[src/rtl/dmem_arbiter_if.sv]
// Requester and memory-side signal bundle for dmem_arbiter.
// slave = arbiter side, master = requesters plus memory (testbench side).
interface dmem_arbiter_if #(
  parameter int DATA_W = 32,
  parameter int ADDR_W = 32,
  parameter int DEPTH  = 128
);
  localparam int AW = $clog2(DEPTH);

  logic              r0_req;
  logic              r0_we;
  logic [ADDR_W-1:0] r0_addr;
  logic [DATA_W-1:0] r0_wdata;
  logic              r0_gnt;
  logic              r0_done;
  logic              r0_err;
  logic [DATA_W-1:0] r0_rdata;

  logic              r1_req;
  logic              r1_we;
  logic [ADDR_W-1:0] r1_addr;
  logic [DATA_W-1:0] r1_wdata;
  logic              r1_gnt;
  logic              r1_done;
  logic              r1_err;
  logic [DATA_W-1:0] r1_rdata;

  logic              mem_we;
  logic [AW-1:0]     mem_addr;
  logic [DATA_W-1:0] mem_wdata;
  logic [DATA_W-1:0] mem_rdata;

  logic              busy;

  modport slave (
    input  r0_req, r0_we, r0_addr, r0_wdata,
    output r0_gnt, r0_done, r0_err, r0_rdata,
    input  r1_req, r1_we, r1_addr, r1_wdata,
    output r1_gnt, r1_done, r1_err, r1_rdata,
    output mem_we, mem_addr, mem_wdata,
    input  mem_rdata,
    output busy
  );

  modport master (
    output r0_req, r0_we, r0_addr, r0_wdata,
    input  r0_gnt, r0_done, r0_err, r0_rdata,
    output r1_req, r1_we, r1_addr, r1_wdata,
    input  r1_gnt, r1_done, r1_err, r1_rdata,
    input  mem_we, mem_addr, mem_wdata,
    output mem_rdata,
    input  busy
  );
endinterface

[src/rtl/dmem_arbiter.sv]
// Two-port round-robin arbiter/sequencer for the 128-word data memory.
// One access per IDLE->ACCESS->RESP pass; bad addresses are rejected, never aliased.
module dmem_arbiter #(
  parameter int DATA_W = 32,
  parameter int ADDR_W = 32,
  parameter int DEPTH  = 128
) (
  input  logic           clk,
  input  logic           reset,
  dmem_arbiter_if.slave  bus
);
  localparam int AW = $clog2(DEPTH);
  localparam logic [ADDR_W-3:0] DEPTH_W = (ADDR_W-2)'(DEPTH);

  typedef enum logic [1:0] {IDLE, ACCESS, RESP} state_t;
  state_t state, state_nx;

  logic              grant0, grant1;
  logic              win_we, win_ok;
  logic [ADDR_W-1:0] win_addr;
  logic [DATA_W-1:0] win_wdata;

  logic              sel, rr_last, l_we, l_ok;
  logic              gnt0, gnt1, done0, done1, err0, err1;
  logic [DATA_W-1:0] rdata0, rdata1;
  logic              mem_we_r;
  logic [AW-1:0]     mem_addr_r;
  logic [DATA_W-1:0] mem_wdata_r;

  always_ff @(posedge clk or posedge reset) begin
    if (reset) state <= IDLE;
    else       state <= state_nx;
  end

  // Grants are only decided in IDLE; on a tie the port that did not win last time goes.
  always_comb begin
    state_nx = state;
    grant0   = 1'b0;
    grant1   = 1'b0;
    case (state)
      IDLE: begin
        grant0 = bus.r0_req & (~bus.r1_req | rr_last);
        grant1 = bus.r1_req & ~grant0;
        if (grant0 | grant1) state_nx = ACCESS;
      end
      ACCESS:  state_nx = RESP;
      RESP:    state_nx = IDLE;
      default: state_nx = IDLE;
    endcase
  end

  always_comb begin
    win_we    = grant1 ? bus.r1_we    : bus.r0_we;
    win_addr  = grant1 ? bus.r1_addr  : bus.r0_addr;
    win_wdata = grant1 ? bus.r1_wdata : bus.r0_wdata;
    win_ok    = (win_addr[1:0] == 2'b00) && (win_addr[ADDR_W-1:2] < DEPTH_W);
  end

  // Memory controls are registered at the grant edge so mem_we is a clean single-cycle pulse.
  always_ff @(posedge clk or posedge reset) begin
    if (reset) begin
      sel         <= 1'b0;
      rr_last     <= 1'b1;
      l_we        <= 1'b0;
      l_ok        <= 1'b0;
      gnt0        <= 1'b0;
      gnt1        <= 1'b0;
      done0       <= 1'b0;
      done1       <= 1'b0;
      err0        <= 1'b0;
      err1        <= 1'b0;
      rdata0      <= '0;
      rdata1      <= '0;
      mem_we_r    <= 1'b0;
      mem_addr_r  <= '0;
      mem_wdata_r <= '0;
    end else begin
      gnt0     <= 1'b0;
      gnt1     <= 1'b0;
      done0    <= 1'b0;
      done1    <= 1'b0;
      mem_we_r <= 1'b0;
      if (grant0 | grant1) begin
        sel         <= grant1;
        rr_last     <= grant1;
        l_we        <= win_we;
        l_ok        <= win_ok;
        gnt0        <= grant0;
        gnt1        <= grant1;
        mem_we_r    <= win_we & win_ok;
        mem_addr_r  <= win_addr[AW+1:2];
        mem_wdata_r <= win_wdata;
      end
      if (state == RESP) begin
        if (!sel) begin
          done0 <= 1'b1;
          err0  <= ~l_ok;
          if (l_ok && !l_we) rdata0 <= bus.mem_rdata;
        end else begin
          done1 <= 1'b1;
          err1  <= ~l_ok;
          if (l_ok && !l_we) rdata1 <= bus.mem_rdata;
        end
      end
    end
  end

  assign bus.r0_gnt    = gnt0;
  assign bus.r0_done   = done0;
  assign bus.r0_err    = err0;
  assign bus.r0_rdata  = rdata0;
  assign bus.r1_gnt    = gnt1;
  assign bus.r1_done   = done1;
  assign bus.r1_err    = err1;
  assign bus.r1_rdata  = rdata1;
  assign bus.mem_we    = mem_we_r;
  assign bus.mem_addr  = mem_addr_r;
  assign bus.mem_wdata = mem_wdata_r;
  assign bus.busy      = (state != IDLE);
endmodule

[src/flat_wrapper.sv]
// flat-port wrapper written by rule: the top's interface ports become plain ports
module dmem_arbiter_flat 
#(
  parameter int DATA_W = 32,
  parameter int ADDR_W = 32,
  parameter int DEPTH  = 128
)
  (clk, reset, bus_r0_req, bus_r0_we, bus_r0_addr, bus_r0_wdata, bus_r0_gnt, bus_r0_done, bus_r0_err, bus_r0_rdata, bus_r1_req, bus_r1_we, bus_r1_addr, bus_r1_wdata, bus_r1_gnt, bus_r1_done, bus_r1_err, bus_r1_rdata, bus_mem_we, bus_mem_addr, bus_mem_wdata, bus_mem_rdata, bus_busy);
  dmem_arbiter_if #(.DATA_W(DATA_W), .ADDR_W(ADDR_W), .DEPTH(DEPTH)) bus_i ();
  input  logic clk;
  input  logic reset;
  input wire logic [$bits(bus_i.r0_req)-1:0] bus_r0_req;
  input wire logic [$bits(bus_i.r0_we)-1:0] bus_r0_we;
  input wire logic [$bits(bus_i.r0_addr)-1:0] bus_r0_addr;
  input wire logic [$bits(bus_i.r0_wdata)-1:0] bus_r0_wdata;
  output wire logic [$bits(bus_i.r0_gnt)-1:0] bus_r0_gnt;
  output wire logic [$bits(bus_i.r0_done)-1:0] bus_r0_done;
  output wire logic [$bits(bus_i.r0_err)-1:0] bus_r0_err;
  output wire logic [$bits(bus_i.r0_rdata)-1:0] bus_r0_rdata;
  input wire logic [$bits(bus_i.r1_req)-1:0] bus_r1_req;
  input wire logic [$bits(bus_i.r1_we)-1:0] bus_r1_we;
  input wire logic [$bits(bus_i.r1_addr)-1:0] bus_r1_addr;
  input wire logic [$bits(bus_i.r1_wdata)-1:0] bus_r1_wdata;
  output wire logic [$bits(bus_i.r1_gnt)-1:0] bus_r1_gnt;
  output wire logic [$bits(bus_i.r1_done)-1:0] bus_r1_done;
  output wire logic [$bits(bus_i.r1_err)-1:0] bus_r1_err;
  output wire logic [$bits(bus_i.r1_rdata)-1:0] bus_r1_rdata;
  output wire logic [$bits(bus_i.mem_we)-1:0] bus_mem_we;
  output wire logic [$bits(bus_i.mem_addr)-1:0] bus_mem_addr;
  output wire logic [$bits(bus_i.mem_wdata)-1:0] bus_mem_wdata;
  input wire logic [$bits(bus_i.mem_rdata)-1:0] bus_mem_rdata;
  output wire logic [$bits(bus_i.busy)-1:0] bus_busy;
  assign bus_i.r0_req = bus_r0_req;
  assign bus_i.r0_we = bus_r0_we;
  assign bus_i.r0_addr = bus_r0_addr;
  assign bus_i.r0_wdata = bus_r0_wdata;
  assign bus_r0_gnt = bus_i.r0_gnt;
  assign bus_r0_done = bus_i.r0_done;
  assign bus_r0_err = bus_i.r0_err;
  assign bus_r0_rdata = bus_i.r0_rdata;
  assign bus_i.r1_req = bus_r1_req;
  assign bus_i.r1_we = bus_r1_we;
  assign bus_i.r1_addr = bus_r1_addr;
  assign bus_i.r1_wdata = bus_r1_wdata;
  assign bus_r1_gnt = bus_i.r1_gnt;
  assign bus_r1_done = bus_i.r1_done;
  assign bus_r1_err = bus_i.r1_err;
  assign bus_r1_rdata = bus_i.r1_rdata;
  assign bus_mem_we = bus_i.mem_we;
  assign bus_mem_addr = bus_i.mem_addr;
  assign bus_mem_wdata = bus_i.mem_wdata;
  assign bus_i.mem_rdata = bus_mem_rdata;
  assign bus_busy = bus_i.busy;
  dmem_arbiter #(.DATA_W(DATA_W), .ADDR_W(ADDR_W), .DEPTH(DEPTH)) u_core (.clk(clk), .reset(reset), .bus(bus_i));
endmodule
[config.mk]
export PLATFORM = sky130hd
export DESIGN_NAME = dmem_arbiter_flat
export DESIGN_NICKNAME = d
export VERILOG_FILES = /design/src/rtl/dmem_arbiter_if.sv /design/src/rtl/dmem_arbiter.sv /design/src/flat_wrapper.sv
export SDC_FILE = /design/constraint.sdc
export NUM_CORES = 1
export LEC_CHECK = 0
export CORE_ASPECT_RATIO = 0.5
export CORE_MARGIN = 1
export CORE_UTILIZATION = 41
export DETAILED_ROUTE_END_ITERATION = 8
export PLACE_DENSITY = 0.86
export SKIP_LAST_GASP = 1
export SYNTH_ARGS = -nofsm -noshare
export SYNTH_HDL_FRONTEND = slang
export SYNTH_SLANG_ARGS = --single-unit
export TNS_END_PERCENT = 5
[constraint.sdc]
create_clock -name clk -period 6.92 [get_ports clk]
set_clock_uncertainty 0.1 [all_clocks]
set_input_delay 2.076 -clock clk [delete_from_list [all_inputs] [get_ports clk]]
set_output_delay 2.076 -clock clk [all_outputs]
set_load 0.01 [all_outputs]
**Yosys cells after proc, flatten, opt, wreduce, memory -nomap -nowiden**

Cells that the tools add are included.

- Output and inout port bits: 111
- Logic and storage cells: 54
- Bits in registers: 116

- Bitwise gates (word level): 10
- Equality and inequality tests: 3
- Muxes and demuxes: 14
- Reductions and logical operators: 10
- Magnitude comparators: 1

Operators with widths:

| cell | count |
|---|---|
| $mux W32 | 2 |
| $lt A30 B8 Y1 const B | 1 |
| $mux W1 | 10 |
| $reduce_and A3 Y1 | 2 |
| $logic_not A2 Y1 | 2 |
| $not A1 Y1 | 4 |
| $pmux W2 S2 | 1 |
| $reduce_and A2 Y1 | 2 |
| $and A1 B1 Y1 | 3 |
| $or A1 B1 Y1 | 3 |
| $eq A2 B1 Y1 const B | 1 |
| $eq A2 B2 Y1 const B | 1 |
| $logic_and A1 B1 Y1 | 2 |
| $mux W2 | 1 |
| $ne A2 B1 Y1 const B | 1 |
| $reduce_bool A2 Y1 | 1 |
| $logic_not A1 Y1 | 1 |

**Longest topological paths before layout**

Gate-level depths: netlist of run 1.

- Word-level depth: 11
- Depth in mapped cells: 6

**Worst setup path after synthesis of run 1**

No wires, ideal clock.

- Kind: input port to flip-flop
- Start: input bus_r1_req
- End: register u_core.l_ok
- Data required time: 6,738 ps
- Stages: 6
- Setup slack: 3,660 ps
- Library setup time: 82 ps
- Data arrival time: 3,078 ps
- Path through: a21bo_2 buf_2 nor3_4 buf_4 nand3_1 a31oi_1

- Cells in the longest elaborated chain, start to end: 9
- Elaborated cells on any way between the ends: 12

RTL lines:

| item | RTL line | RTL |
|---|---|---|
| from (decl) | flat_wrapper.sv:20 | `input wire logic [$bits(bus_i.r1_req)-1:0] bus_r1_req;` |
| $not A1 Y1 | dmem_arbiter.sv:42 | `grant0 = bus.r0_req & (~bus.r1_req \| rr_last);` |
| $or A1 B1 Y1 | dmem_arbiter.sv:42 |  |
| $and A1 B1 Y1 | dmem_arbiter.sv:42 |  |
| $not A1 Y1 | dmem_arbiter.sv:43 | `grant1 = bus.r1_req & ~grant0;` |
| $and A1 B1 Y1 | dmem_arbiter.sv:43 |  |
| $mux W1 | dmem_arbiter.sv:40 | `case (state)` |
| $mux W32 | dmem_arbiter.sv:54 | `win_addr = grant1 ? bus.r1_addr : bus.r0_addr;` |
| $lt A30 B8 Y1 / $logic_not A2 Y1 (equally long branches) | dmem_arbiter.sv:56 | `win_ok = (win_addr[1:0] == 2'b00) && (win_addr[ADDR_W-1:2] < DEPTH_W);` |
| $logic_and A1 B1 Y1 | dmem_arbiter.sv:56 |  |
| to (signal assigned) | dmem_arbiter.sv:87 | `l_ok <= win_ok;` |
| to (decl) | dmem_arbiter.sv:23 | `logic sel, rr_last, l_we, l_ok;` |

Parallel ways exist; a longest one is shown, timed or not.
A chain may end at the register's enable or synchronous reset.

**Final worst setup path of run 1**

- Start: register u_core.state[0]
- End: output bus_busy

- Cells in the longest elaborated chain, start to end: 1

RTL lines:

| item | RTL line | RTL |
|---|---|---|
| from (decl) | dmem_arbiter.sv:16 | `state_t state, state_nx;` |
| from (signal assigned) | dmem_arbiter.sv:32 | `else state <= state_nx;` |
| $reduce_bool A2 Y1 | dmem_arbiter.sv:119 | `assign bus.busy = (state != IDLE);` |
| to (decl) | flat_wrapper.sv:32 | `output wire logic [$bits(bus_i.busy)-1:0] bus_busy;` |

No other way between the ends.

==> results.txt, run 1 <==
setup-violating endpoint count in the final report = 0
CP Capture Type = primary output
switching portion of total power = 31.0%
share of the synthesized netlist area taken by xor and xnor gates = 0%
GR Layer Usage met1 = 29.5%
static power due to leakage = 0.00359 uW
Initial DRC Count = 177
IO Count = 277
area growth from synthesis to layout = 72.0%
final layout net count = 811
Final period util = 59.9%
Port Buffers = 276
compound-cell area share of the yosys netlist = 10.2%
Slew HR = 34.6%
count of final max-slew check failures = 0
worst-case register-to-register setup slack = 4.69 ns
CTS root buffer = clkbuf_16
synthesized net count = 536
critical-path cell list = nor2_1, inv_1, clkdlybuf4s50_1
GRT Overall Usage = 26.2%
post-route cell area = 8270 um^2
Fmax = 0.241 GHz
Critical Setup Path Class = reg2out
CTS Buffer Depth = 2
share of post-route cells with drive strength above 1 = 16.3%
count of buffer and inverter cells on the critical path = 2
internal power component = 2530 uW
synth unique cells = 33
cell with the most instances after synthesis = dfrtp_1
met3 track utilization from global routing = 7.79%
# clock sinks = 116
area fraction in and, or, nand and nor cells after synthesis = 8.27%
Min Clock Period, post-route = 4.15 ns
capture endpoint of the worst hold path = u_core.bus.mem_wdata[12]
master of the slowest instance on the critical path = clkdlybuf4s50_1
terminus of the critical flop-to-flop path = u_core.bus.mem_addr[1]
clock tree from TritonCTS = done
slowest cell delay on critical path = 0.53 ns
total of warnings raised by yosys = 0
number of setup buffers added after CTS = 0
adder-cell area share of the yosys netlist = 0%
CTS HTree Levels = 4
register clock-pin slew on the reported worst setup and hold paths = 0.05 ns
#FFs+latches synth = 116
number of hold buffers added after CTS = 0
synthesized instance count = 370
Critical Path Source Type = flip-flop
share of the yosys chip area belonging to registers = 60.4%
post-DR vias/cell = 4.94
antenna viol nets, final = 0
data required time at the worst endpoint = 4.74 ns
portion of total power attributed to combinational logic = 42.4%
setup TNS = 0 ns
wire length per cell = 18.8 um
number of buffers added by the clock tree synthesis step = 17
core region area = 11200 um^2
max-cap viol count = 0
worst skew pair latency = 0.40 ns
Die Height = 78.6 um
path class of the lowest-slack min-delay path = reg2reg
Hold WS = 0.373 ns
combinational family with the most area after synthesis = multiplexers
first-pass iteration count of the detailed router = 6
Primary FF master, synth = dfrtp_1
share of the synthesized area in the top cell type = 59.8%
post_cts resized = 0
mux share of post-synthesis cell area = 17.5%
die width = 155 um
worst hold path depth = 2
data arrival time of the critical path = 1.97 ns
DIE AREA = 12200 um^2
transition at the pin with the smallest max-transition slack = 0.981 ns
Final Hold Viols = 0
initial antenna violation count = 0
Max IR drop VDD = 0.312 mV
global placer's final weighted congestion = 0.876
pin count of the biggest net entering global routing = 84
net switching power figure = 1140 uW
final WL = 15300 um
Vias = 4039
async set or reset register ratio after synthesis = 100%
effective utilization at floorplan = 42.9%
final core occ = 73.7%
depth of the worst register-to-register path = 5
launch instance of the worst register-to-register path = u_core.rr_last
power density of the placed cells = 444 nW/um^2
number of enable-type register cells in the synthesized netlist = 0
GR Overflow Total = 0
top cells by area in the synthesized netlist = dfrtp_1 (60%), mux2_4 (9.4%), mux2_2 (8.0%)
area leader, netlist = dfrtp_1
result of the run = complete, no violations
GR Layer Usage met2 = 45.9%
sequential fraction of design power = 33.3%
PnR worst setup slack = 2.77 ns
post-route DRC violation count = 0
Clk network pwr share = 24.3%
first-pass GRT wire length = 23600 um
GR peak layer = met2
Detailed Place HPWL = 11200 um
hold path start = u_core.bus.mem_wdata[12]
critical-path maximum fanout = 5
filler cell count = 797
synthesized area divided by synthesized cell count = 13.0 um^2
total standard cell area after synthesis = 4810 um^2
# rows = 27
Top delay family on crit path = buffers and inverters
worst slack, placed = 2.52 ns
number of global-route vias before repair = 4347
Placed Area = 7670 um^2
most frequent cells after synthesis = dfrtp_1 (115), nand2_1 (42), o22ai_1 (39)
RSZ-0062 raised after global routing = false
## through the flow
| stage | power (uW) | std cells |
|---|---|---|
| 3_3_place_gp | 2740 | 785 |
| 6_report | 3670 | 817 |
| 3_5_place_dp | 2780 | 785 |
| 5_1_grt | 3850 | 816 |
| 2_1_floorplan | 1900 | 370 |
| 4_1_cts | 3700 | 816 |
## cell usage in the layout, fill, tap and decap left out, drive strengths merged
cell type,count
a21bo,1
a21o,2
a21oi,1
a31oi,1
and3,1
and4,1
buf,4
bufinv,3
clkbuf,21
clkdlybuf4s50,276
clkinv,5
clkinvlp,2
dfrtp,115
dfstp,1
diode,1
inv,5
mux2,64
mux2i,1
nand2,42
nand2b,1
nand3,2
nand3b,2
nand4,2
nor2,5
nor2b,1
nor3,4
nor3b,2
nor4,10
o21ai,42
o22ai,39
or3,1
## worst reg2reg max path, cell delays in order (launching register included)
cell and delay [ns]:
dfstp_2 0.56, a21bo_2 0.71, nor3_4 0.06, buf_4 0.30, o22ai_1 0.22, o21ai_0 0.12
## how the worst max path moves through the flow
stage | from | end | slack [ns] | cells past startpoint
floorplan | reset | u_core.bus.mem_addr[0] | 1.67 | 1
global placement | bus_r1_req | u_core.bus.mem_addr[6] | 2.63 | 6
detailed placement | bus_r1_req | u_core.bus.mem_addr[1] | 2.52 | 6
CTS | u_core.state[0] | bus_busy | 2.74 | 3
global route | u_core.state[0] | bus_busy | 2.64 | 3
finish | u_core.state[0] | bus_busy | 2.77 | 3
## area by class of cell
type / instances / area [um^2] / share of cell area [%]
Timing Repair Buffer: 280 / 2790 / 33.8
Clock buffer: 21 / 470 / 5.69
Tap cell: 159 / 199 / 2.41
Multi-Input combinational cell: 225 / 1750 / 21.2
Clock inverter: 10 / 130 / 1.57
Inverter: 5 / 21.3 / 0.257
Sequential cell: 116 / 2900 / 35.1
Antenna cell: 1 / 2.50 / 0.0303
## registers in the layout, indices dropped and copies added (netlist names)
register / flops
u_core.bus.mem_addr: 7
u_core.bus.mem_wdata: 32
u_core.bus.mem_we: 1
u_core.bus.r0_done: 1
u_core.bus.r0_err: 1
u_core.bus.r0_gnt: 1
u_core.bus.r0_rdata: 32
u_core.bus.r1_done: 1
u_core.bus.r1_err: 1
u_core.bus.r1_gnt: 1
u_core.bus.r1_rdata: 32
u_core.l_ok: 1
u_core.l_we: 1
u_core.rr_last: 1
u_core.sel: 1
u_core.state: 2
## logic make-up (layout without fill, tap and decap cells)
group	after synthesis	after routing
flip-flops	116	116
multiplexers	65	65
other	0	1
buffers and inverters	29	316
AO/OA/AOI/OAI	86	86
AND/OR/NAND/NOR	74	74
## power groups by stage
stage | clock network [uW] | registers, uW | logic, uW
floorplan | 0 | 1350 | 551
global placement | 0 | 1210 | 1530
detailed placement | 0 | 1220 | 1560
CTS | 904 | 1220 | 1570
global route | 939 | 1260 | 1660
finish | 893 | 1220 | 1560
## per-layer routing
layer / vias up / routed length, um
met2: 158 / 7860
met4: 0 / 464
met1: 1964 / 6020
li1: 1884 / -
met3: 33 / 976
met5: - / 0
No activity file was read; power rests on OpenSTA's default activity.
==> run 2: changes to the inputs <==
- CORE_UTILIZATION: 41 -> 35
- PLACE_DENSITY: 0.86 -> 0.78
- clock period: 6.92 -> 3.55 ns (I/O delays scaled with it)
==> results.txt, run 2 (synthesis gave the netlist of run 1 again) <==
worst hold path depth = 2 (unchanged)
Detailed Place HPWL = 11400 um (+2.0%)
Critical Path Source Type = flip-flop
worst skew pair latency = 0.39 ns (about the same)
GRT Overall Usage = 22.0% (-4.2 points)
register clock-pin slew on the reported worst setup and hold paths = 0.06 ns (about the same)
IO Count = 277 (unchanged)
setup-violating endpoint count in the final report = 0 (unchanged)
global placer's final weighted congestion = 0.871 (-0.56%)
# rows = 29 (+7.4%)
post-route cell area = 8350 um^2 (+0.95%)
effective utilization at floorplan = 36.9% (-6.0 points)
Port Buffers = 276 (unchanged)
data required time at the worst endpoint = 2.38 ns (-2.36 ns)
Min Clock Period, post-route = 2.95 ns
post-route DRC violation count = 0 (unchanged)
Fmax = 0.339 GHz
critical-path maximum fanout = 5 (unchanged)
core region area = 13000 um^2 (+16%)
post_cts resized = 0 (unchanged)
Die Height = 84.9 um (+8.0%)
static power due to leakage = 0.00361 uW (+0.35%)
DIE AREA = 14200 um^2 (+17%)
number of setup buffers added after CTS = 0 (unchanged)
Hold WS = 0.384 ns (+0.0111 ns)
CP Capture Type = primary output
die width = 168 um (+8.1%)
critical path launch point = u_core.state[1]
Max IR drop VDD = 0.411 mV (+31%)
result of the run = complete, no violations
share of post-route cells with drive strength above 1 = 16.9% (+0.66 points)
max-cap viol count = 0 (unchanged)
clock tree from TritonCTS = done
worst-case register-to-register setup slack = 1.29 ns (-3.40 ns)
Initial DRC Count = 245 (+38%)
Slew HR = 45.0% (+10 points)
# clock sinks = 116 (unchanged)
power density of the placed cells = 854 nW/um^2 (+92%)
Pwr Total = 7130 uW (+94%)
filler cell count = 998 (+25%)
diodes inserted = 0 (-1)
post-DR vias/cell = 4.86 (-1.7%)
Critical Setup Path Class = reg2out
initial antenna violation count = 0 (unchanged)
terminus of the critical flop-to-flop path = u_core.bus.r1_rdata[10]
DP Cell Count = 799 (+1.8%)
area growth from synthesis to layout = 73.6%
depth of the worst register-to-register path = 4 (-1)
final WL = 15200 um (-0.84%)
slowest cell delay on critical path = 0.51 ns (-0.02 ns)
area of the multi-input gates = 1750 um^2 (unchanged)
Vias = 4038 (-0.025%)
critical-path cell list = nor2_1, inv_1, clkdlybuf4s50_1
capture endpoint of the worst hold path = u_core.bus.mem_wdata[5]
count of final max-slew check failures = 0 (unchanged)
commonest cells after routing, fill and taps aside = clkdlybuf4s50_1 (276), dfrtp_1 (115), nand2_1 (42)
post-layout instance count excluding filler cells = 831 (+1.7%)
pin count of the biggest net entering global routing = 58 (-31%)
final layout net count = 814 (+0.37%)
CTS Buffer Depth = 2 (unchanged)
Placed Area = 7770 um^2 (+1.3%)
most common cell after layout, fill and taps aside = clkdlybuf4s50_1
number of global-route vias before repair = 4286 (-1.4%)
area taken by flip-flops and latches = 2900 um^2 (unchanged)
path class of the lowest-slack min-delay path = reg2reg
hold path start = u_core.bus.mem_wdata[5]
number of hold buffers added after CTS = 0 (unchanged)
transition at the pin with the smallest max-transition slack = 0.824 ns (-0.157 ns)
CTS root buffer = clkbuf_16
antenna viol nets, final = 0 (unchanged)
wire length per cell = 18.3 um (-2.5%)
GR Overflow Total = 0 (unchanged)
launch instance of the worst register-to-register path = u_core.state[0]
setup TNS = 0 ns (unchanged)
number of buffers added by the clock tree synthesis step = 17 (unchanged)
first-pass iteration count of the detailed router = 7 (+1)
master of the slowest instance on the critical path = clkdlybuf4s50_1
Final Hold Viols = 0 (unchanged)
data arrival time of the critical path = 1.79 ns (-0.18 ns)
CTS HTree Levels = 4 (unchanged)
Final period util = 83.1%
RSZ-0062 raised after global routing = false
first-pass GRT wire length = 23700 um (+0.50%)
-- run 2: cell types whose count changed in the layout (fill, tap and decap cells not counted), sizes merged --
cell	delta
inv	+6
buf	+3
clkbuf	-3
bufinv	-2
clkinv	-2
clkinvlp	+2
diode	-1
-- run 2: final cells by class --
| class | count | share of cell area [%] |
|---|---|---|
| Clock buffer | 18 | 5.26 |
| Clock inverter | 14 | 1.71 |
| Inverter | 5 | 0.270 |
| Multi-Input combinational cell | 225 | 21.0 |
| Sequential cell | 116 | 34.8 |
| Tap cell | 170 | 2.55 |
| Timing Repair Buffer | 283 | 34.5 |
-- run 2: layer usage --
metal  global-route usage [%]  part of all wire, %
met4                     8.42                  2.4
met3                     5.50                  4.6
met1                     26.8                   42
met2                     38.0                   51
met5                        0                    0
-- run 2: worst max-delay path, delay by kind of cell, from the launching register on --
family / cells / cell delay (ns)
buffers and inverters: 2 / 0.66
DFF: 1 / 0.48
and+or+nand+nor: 1 / 0.25
-- run 2: power by group --
part	switching, uW	internal [uW]
Combinational	1230	1850
Sequential	401	1980
Clock	667	1000
-- run 2: how the worst max path moves through the flow --
stage	end	slack, ns
after detailed placement	u_core.bus.mem_wdata[20]	0.69
after floorplan	u_core.bus.mem_addr[0]	0.97
after global routing	bus_busy	0.52
final	bus_busy	0.60
after global placement	u_core.l_ok	0.73
after CTS	bus_busy	0.59
-- run 2: per-stage QoR --
step	util (%)	setup slack (ns)
floorplan	-	0.972
global placement	59.6	0.734
detailed placement	59.6	0.691
CTS	64.1	0.592
global route	64.1	0.519
finish	64.1	0.600
